### src/rtl/tow_pkg.sv
// Shared types and constants for the Tug-of-War match scorekeeper.
package tow_pkg;

   typedef enum logic [1:0] {PLAY, ROUND_END, MATCH_OVER} score_state_t;

   typedef logic [3:0] bcd_t;

   localparam bcd_t BCD_MAX = 4'd9;

   localparam logic [1:0] WIN_NONE  = 2'b00;
   localparam logic [1:0] WIN_LEFT  = 2'b10;
   localparam logic [1:0] WIN_RIGHT = 2'b01;

endpackage

### src/rtl/bcd_digit.sv
// Single BCD score digit: synchronous clear beats increment, saturates at 9.
module bcd_digit
   import tow_pkg::*;
(
   input  logic clk,
   input  logic reset_n,
   input  logic clr,
   input  logic inc,
   output bcd_t q
);

   bcd_t cnt_q, cnt_d;

   // Next count: clear first, otherwise increment unless already at BCD_MAX.
   always_comb begin
      cnt_d = cnt_q;
      if (clr) begin
         cnt_d = '0;
      end else if (inc && (cnt_q != BCD_MAX)) begin
         cnt_d = cnt_q + 4'd1;
      end
   end

   // Count register.
   always_ff @(posedge clk or negedge reset_n) begin
      if (!reset_n) begin
         cnt_q <= '0;
      end else begin
         cnt_q <= cnt_d;
      end
   end

   assign q = cnt_q;

endmodule

### src/rtl/tow_score_counter.sv
// Tug-of-War match scorekeeper: per-player BCD scores, round reset and winner.
module tow_score_counter
   import tow_pkg::*;
#(
   parameter int unsigned WIN_TARGET = 7
) (
   input  logic       clk,
   input  logic       reset_n,
   input  logic       left_win,
   input  logic       right_win,
   input  logic       restart,
   output bcd_t       left_bcd,
   output bcd_t       right_bcd,
   output logic       round_rst,
   output logic       match_over,
   output logic [1:0] winner
);

   if ((WIN_TARGET < 1) || (WIN_TARGET > 9)) begin : g_bad_target
      $error("tow_score_counter: WIN_TARGET must be in 1..9");
   end

   localparam bcd_t WIN_BCD = bcd_t'(WIN_TARGET);

   score_state_t state_q, state_d;
   logic         l_prev_q, r_prev_q;
   logic         l_rise, r_rise;
   logic [1:0]   winner_q, winner_d;
   logic         match_over_q, match_over_d;
   logic         round_rst_q, round_rst_d;
   logic         score_clr, l_inc, r_inc;

   // prev regs reset high so a win level already asserted at reset release is not a rise.
   assign l_rise = left_win & ~l_prev_q;
   assign r_rise = right_win & ~r_prev_q;

   // Next-state logic: restart overrides everything, then per-state rules.
   always_comb begin
      state_d      = state_q;
      winner_d     = winner_q;
      match_over_d = match_over_q;
      score_clr    = 1'b0;
      l_inc        = 1'b0;
      r_inc        = 1'b0;
      if (restart) begin
         score_clr    = 1'b1;
         winner_d     = WIN_NONE;
         match_over_d = 1'b0;
         state_d      = ROUND_END;
      end else begin
         case (state_q)
            PLAY: begin
               if (l_rise && r_rise) begin
                  state_d = ROUND_END;
               end else if (l_rise) begin
                  l_inc = 1'b1;
                  if ((left_bcd + 4'd1) == WIN_BCD) begin
                     winner_d     = WIN_LEFT;
                     match_over_d = 1'b1;
                     state_d      = MATCH_OVER;
                  end else begin
                     state_d = ROUND_END;
                  end
               end else if (r_rise) begin
                  r_inc = 1'b1;
                  if ((right_bcd + 4'd1) == WIN_BCD) begin
                     winner_d     = WIN_RIGHT;
                     match_over_d = 1'b1;
                     state_d      = MATCH_OVER;
                  end else begin
                     state_d = ROUND_END;
                  end
               end
            end
            ROUND_END: begin
               if (!left_win && !right_win) begin
                  state_d = PLAY;
               end
            end
            MATCH_OVER: begin
               state_d = MATCH_OVER;
            end
            default: begin
               state_d = PLAY;
            end
         endcase
      end
      // Registered copy of the Moore decode keeps round_rst glitch-free.
      round_rst_d = (state_d != PLAY);
   end

   // State, edge-detect and output registers.
   always_ff @(posedge clk or negedge reset_n) begin
      if (!reset_n) begin
         state_q      <= PLAY;
         l_prev_q     <= 1'b1;
         r_prev_q     <= 1'b1;
         winner_q     <= WIN_NONE;
         match_over_q <= 1'b0;
         round_rst_q  <= 1'b0;
      end else begin
         state_q      <= state_d;
         l_prev_q     <= left_win;
         r_prev_q     <= right_win;
         winner_q     <= winner_d;
         match_over_q <= match_over_d;
         round_rst_q  <= round_rst_d;
      end
   end

   bcd_digit u_left_digit (
      .clk     (clk),
      .reset_n (reset_n),
      .clr     (score_clr),
      .inc     (l_inc),
      .q       (left_bcd)
   );

   bcd_digit u_right_digit (
      .clk     (clk),
      .reset_n (reset_n),
      .clr     (score_clr),
      .inc     (r_inc),
      .q       (right_bcd)
   );

   assign round_rst  = round_rst_q;
   assign match_over = match_over_q;
   assign winner     = winner_q;

endmodule

### config.mk
export PLATFORM = sky130hd
export DESIGN_NAME = tow_score_counter
export DESIGN_NICKNAME = d
export VERILOG_FILES = /design/src/rtl/tow_pkg.sv /design/src/rtl/bcd_digit.sv /design/src/rtl/tow_score_counter.sv
export SDC_FILE = /design/constraint.sdc
export NUM_CORES = 1
export LEC_CHECK = 0
export CORE_UTILIZATION = 50
export DETAILED_ROUTE_END_ITERATION = 6
export DONT_BUFFER_PORTS = 1
export PLACE_DENSITY_LB_ADDON = 0.15
export SYNTH_ARGS = -nofsm -noshare
export SYNTH_HDL_FRONTEND = slang
export SYNTH_SLANG_ARGS = --single-unit
### constraint.sdc
create_clock -name clk -period 5.2 [get_ports clk]
set_input_delay 0 -clock clk [delete_from_list [all_inputs] [get_ports clk]]
set_output_delay 0 -clock clk [all_outputs]
set_load 0.005 [all_outputs]
==> flow_summary.toml <==
[critical_path]
critPathLaunchType = "flop"
worst-path-buf-inv = 1
critPathMaxStageDelay_ps = 470
worstPathRequired_ps = 5380
criticalPathCategory = "flop to flop"
crit_arrival_ps = 2030
cp_cell_sequence = "inv_1, ha_1, and3b_1, o2111ai_1, nand2_1, o31a_1, or2_1"
worst-path-max-fanout = 7
critPathSlowestCell = "dfrtp_1"
r2r_slack_ps = 3360
critical_path.endpoint_type = "flop"
cp_top_family = "simple AND/OR/NAND/NOR gates"

[final_layout]
multi_input_area_um2 = 480
fillers = 164
final_layout_size_suffix_gt1_share_pct = 9.80
finish.net_count = 114
final_cell_count_no_fill = 127
area_delta_synth_final_pct = 9.67
diodes = 0
regArea_um2 = 403

[place]
io_buffer_count = 0
gp_congestion = 0.775
dp.cells = 119
post-dp-hpwl_mm = 1.23

[run_status]
outcome = "complete, no violations"

[cts]
cts-root-buf = "clkbuf_4"
cts_tree = "done"
cts_buffers = 3
clkTransAtPathRegs_ps = 100
clk_latency_ps = 290
post-cts-setup-buffers = 0
htreeDepth = 1
clock_path_buffers = 2
cts_resized = 0
cts.sinks = 16
holdBufCountCts = 4

[timing]
hold_viol_final = 0
fmax_mhz = 543
setup_viol = 0
timing.final.crit_share_pct = 35.4
finalMaxSlewViolations = 0
skew_ps = 12.9
fin_crit_ps = 1840
worst_slew_pin_slew_ps = 738
fin_tns_setup_ps = 0
slew_headroom_pct = 50.6
rsz0062_at_grt = "false"

[route]
via_count = 715
ant_nets = 0
post_drt_wl_per_cell_um = 14.7
drc = 0
viasPerCell = 5.63
wirelength_mm = 1.87
firstDrtPassIters = 4
drtIter0Drc = 5

[die]
core_area_um2 = 1730
die_h_um = 44.9
design.die.area_um2 = 2010
initial_core_util_pct = 53.2
ios = 17
fp-row-count = 15
chipWidth_um = 44.9

[logic_synthesis]
synth_area_leaders = "dfrtp_1, ha_1, nor2_1"
synth.avg_cell_area_um2 = 9.57
yosysMostFrequentCell = "nor2_1"
synth_common_cells = "nor2_1, dfrtp_1, a21oi_1"
synth_warnings = 0
synth.distinct_cells = 35
syn-num-nets = 107
syn_inst = 96
synth_ff_type = "dfrtp_1"
synth_top_cell_area_share_pct = 38.1
synth_edf_count = 0
syn_area_um2 = 918
ys_ff_latch = 16
async_flop_share_pct = 100
synth_seq_area_share_pct = 43.9
yosysTopAreaCell = "dfrtp_1"

[global_routing]
grt_usage_pct = 21.9
grt_max_degree = 17
first_global_vias = 723
grt_overflow = 0
antenna_found_initial = 0
grt_pass1_wl_mm = 3.13

[power]
p_per_area_nw_per_um2 = 211
ir_drop_v = 0.000112
p_leak_nw = 0.411

[job]
drv_cap = 0

[min_path]
min_path_type = "primary input to flop"
-- final timing paths --
path                                         from         end  depth (start not counted)
worst max-delay path            u_left_digit.q[0]   round_rst                          7
worst min-delay path                     left_win  state_q[0]                          3
worst max register to register  u_left_digit.q[0]   round_rst                          7
worst min register to register         match_over  match_over                          2
max in group asynchronous                 reset_n   winner[1]                          1
min in group asynchronous                 reset_n  state_q[0]                          1
-- cells by family (layout without fill, tap and decap cells) --
kind of cell	count (synthesis)	count (layout)	synth area share [%]
xor gates and xnor gates	5	5	4.77
DFF	16	16	43.9
adders and majority gates	6	6	8.17
AOI/OAI and AO/OA	22	22	16.2
buffers and inverters	9	15	3.81
and+or+nand+nor	38	38	23.2
-- metal layers --
metal	GRT usage [%]	routed length, um	vias up	share of wire [%]
met5	0	0	-	0
met2	35.0	862	11	46
met4	10.9	29	0	1.6
li1	-	-	348	-
met3	3.20	54	4	2.9
met1	29.2	921	352	49
-- cells in the final DEF, fill, tap and decap left out, types with 3 or more instances in the layout --
master         netlist  layout
clkbuf_4             0       3
and3_1               3       3
nor2_1              15      15
nand2_1              3       3
dlygate4sd3_1        0       4
dfrtp_1             14      14
ha_1                 6       6
a21oi_1              9       9
xnor2_1              5       5
inv_1                7       7
-- final cells by class --
class / instances / area share, %
Clock buffer: 4 / 2.61
Inverter: 7 / 2.61
Multi-Input combinational cell: 71 / 47.7
Sequential cell: 16 / 40.0
Tap cell: 25 / 3.11
Timing Repair Buffer: 4 / 3.98
-- registers in the layout, indices dropped and copies added (netlist names) --
register,flops
winner,2
match_over,1
round_rst,1
state_q,2
l_prev_q,1
u_left_digit.q,4
u_right_digit.q,4
r_prev_q,1
-- worst register-to-register path: stages, from the launching register on --
cell and delay, ps:
dfrtp_1 470, inv_1 110, ha_1 210, and3b_1 190, o2111ai_1 100, nand2_1 140
o31a_1 310, or2_1 210
-- power by group --
group	switching [mW]	internal, mW	leakage [nW]	total [mW]
Sequential	0.00184	0.127	0.208	0.129
Combinational	0.00893	0.00563	0.188	0.0146
Clock	0.0393	0.0298	0.0150	0.0691
Total	0.0500	0.162	0.411	0.213
-- through the flow --
step | hold WS [ps] | cell area (um2) | worst slack (ps) | power, mW | utilization (%)
after CTS | 24.0 | 1010 | 3360 | 0.216 | 58.3
after detailed placement | -295 | 941 | 3360 | 0.140 | 54.5
after floorplan | -296 | 918 | 3500 | 0.139 | -
after global routing | 49.4 | 1010 | 3230 | 0.222 | 58.3
after global placement | -295 | 941 | 3380 | 0.139 | 54.5
final | 31.5 | 1010 | 3360 | 0.213 | 58.3
No activity file was read; power rests on OpenSTA's default activity.
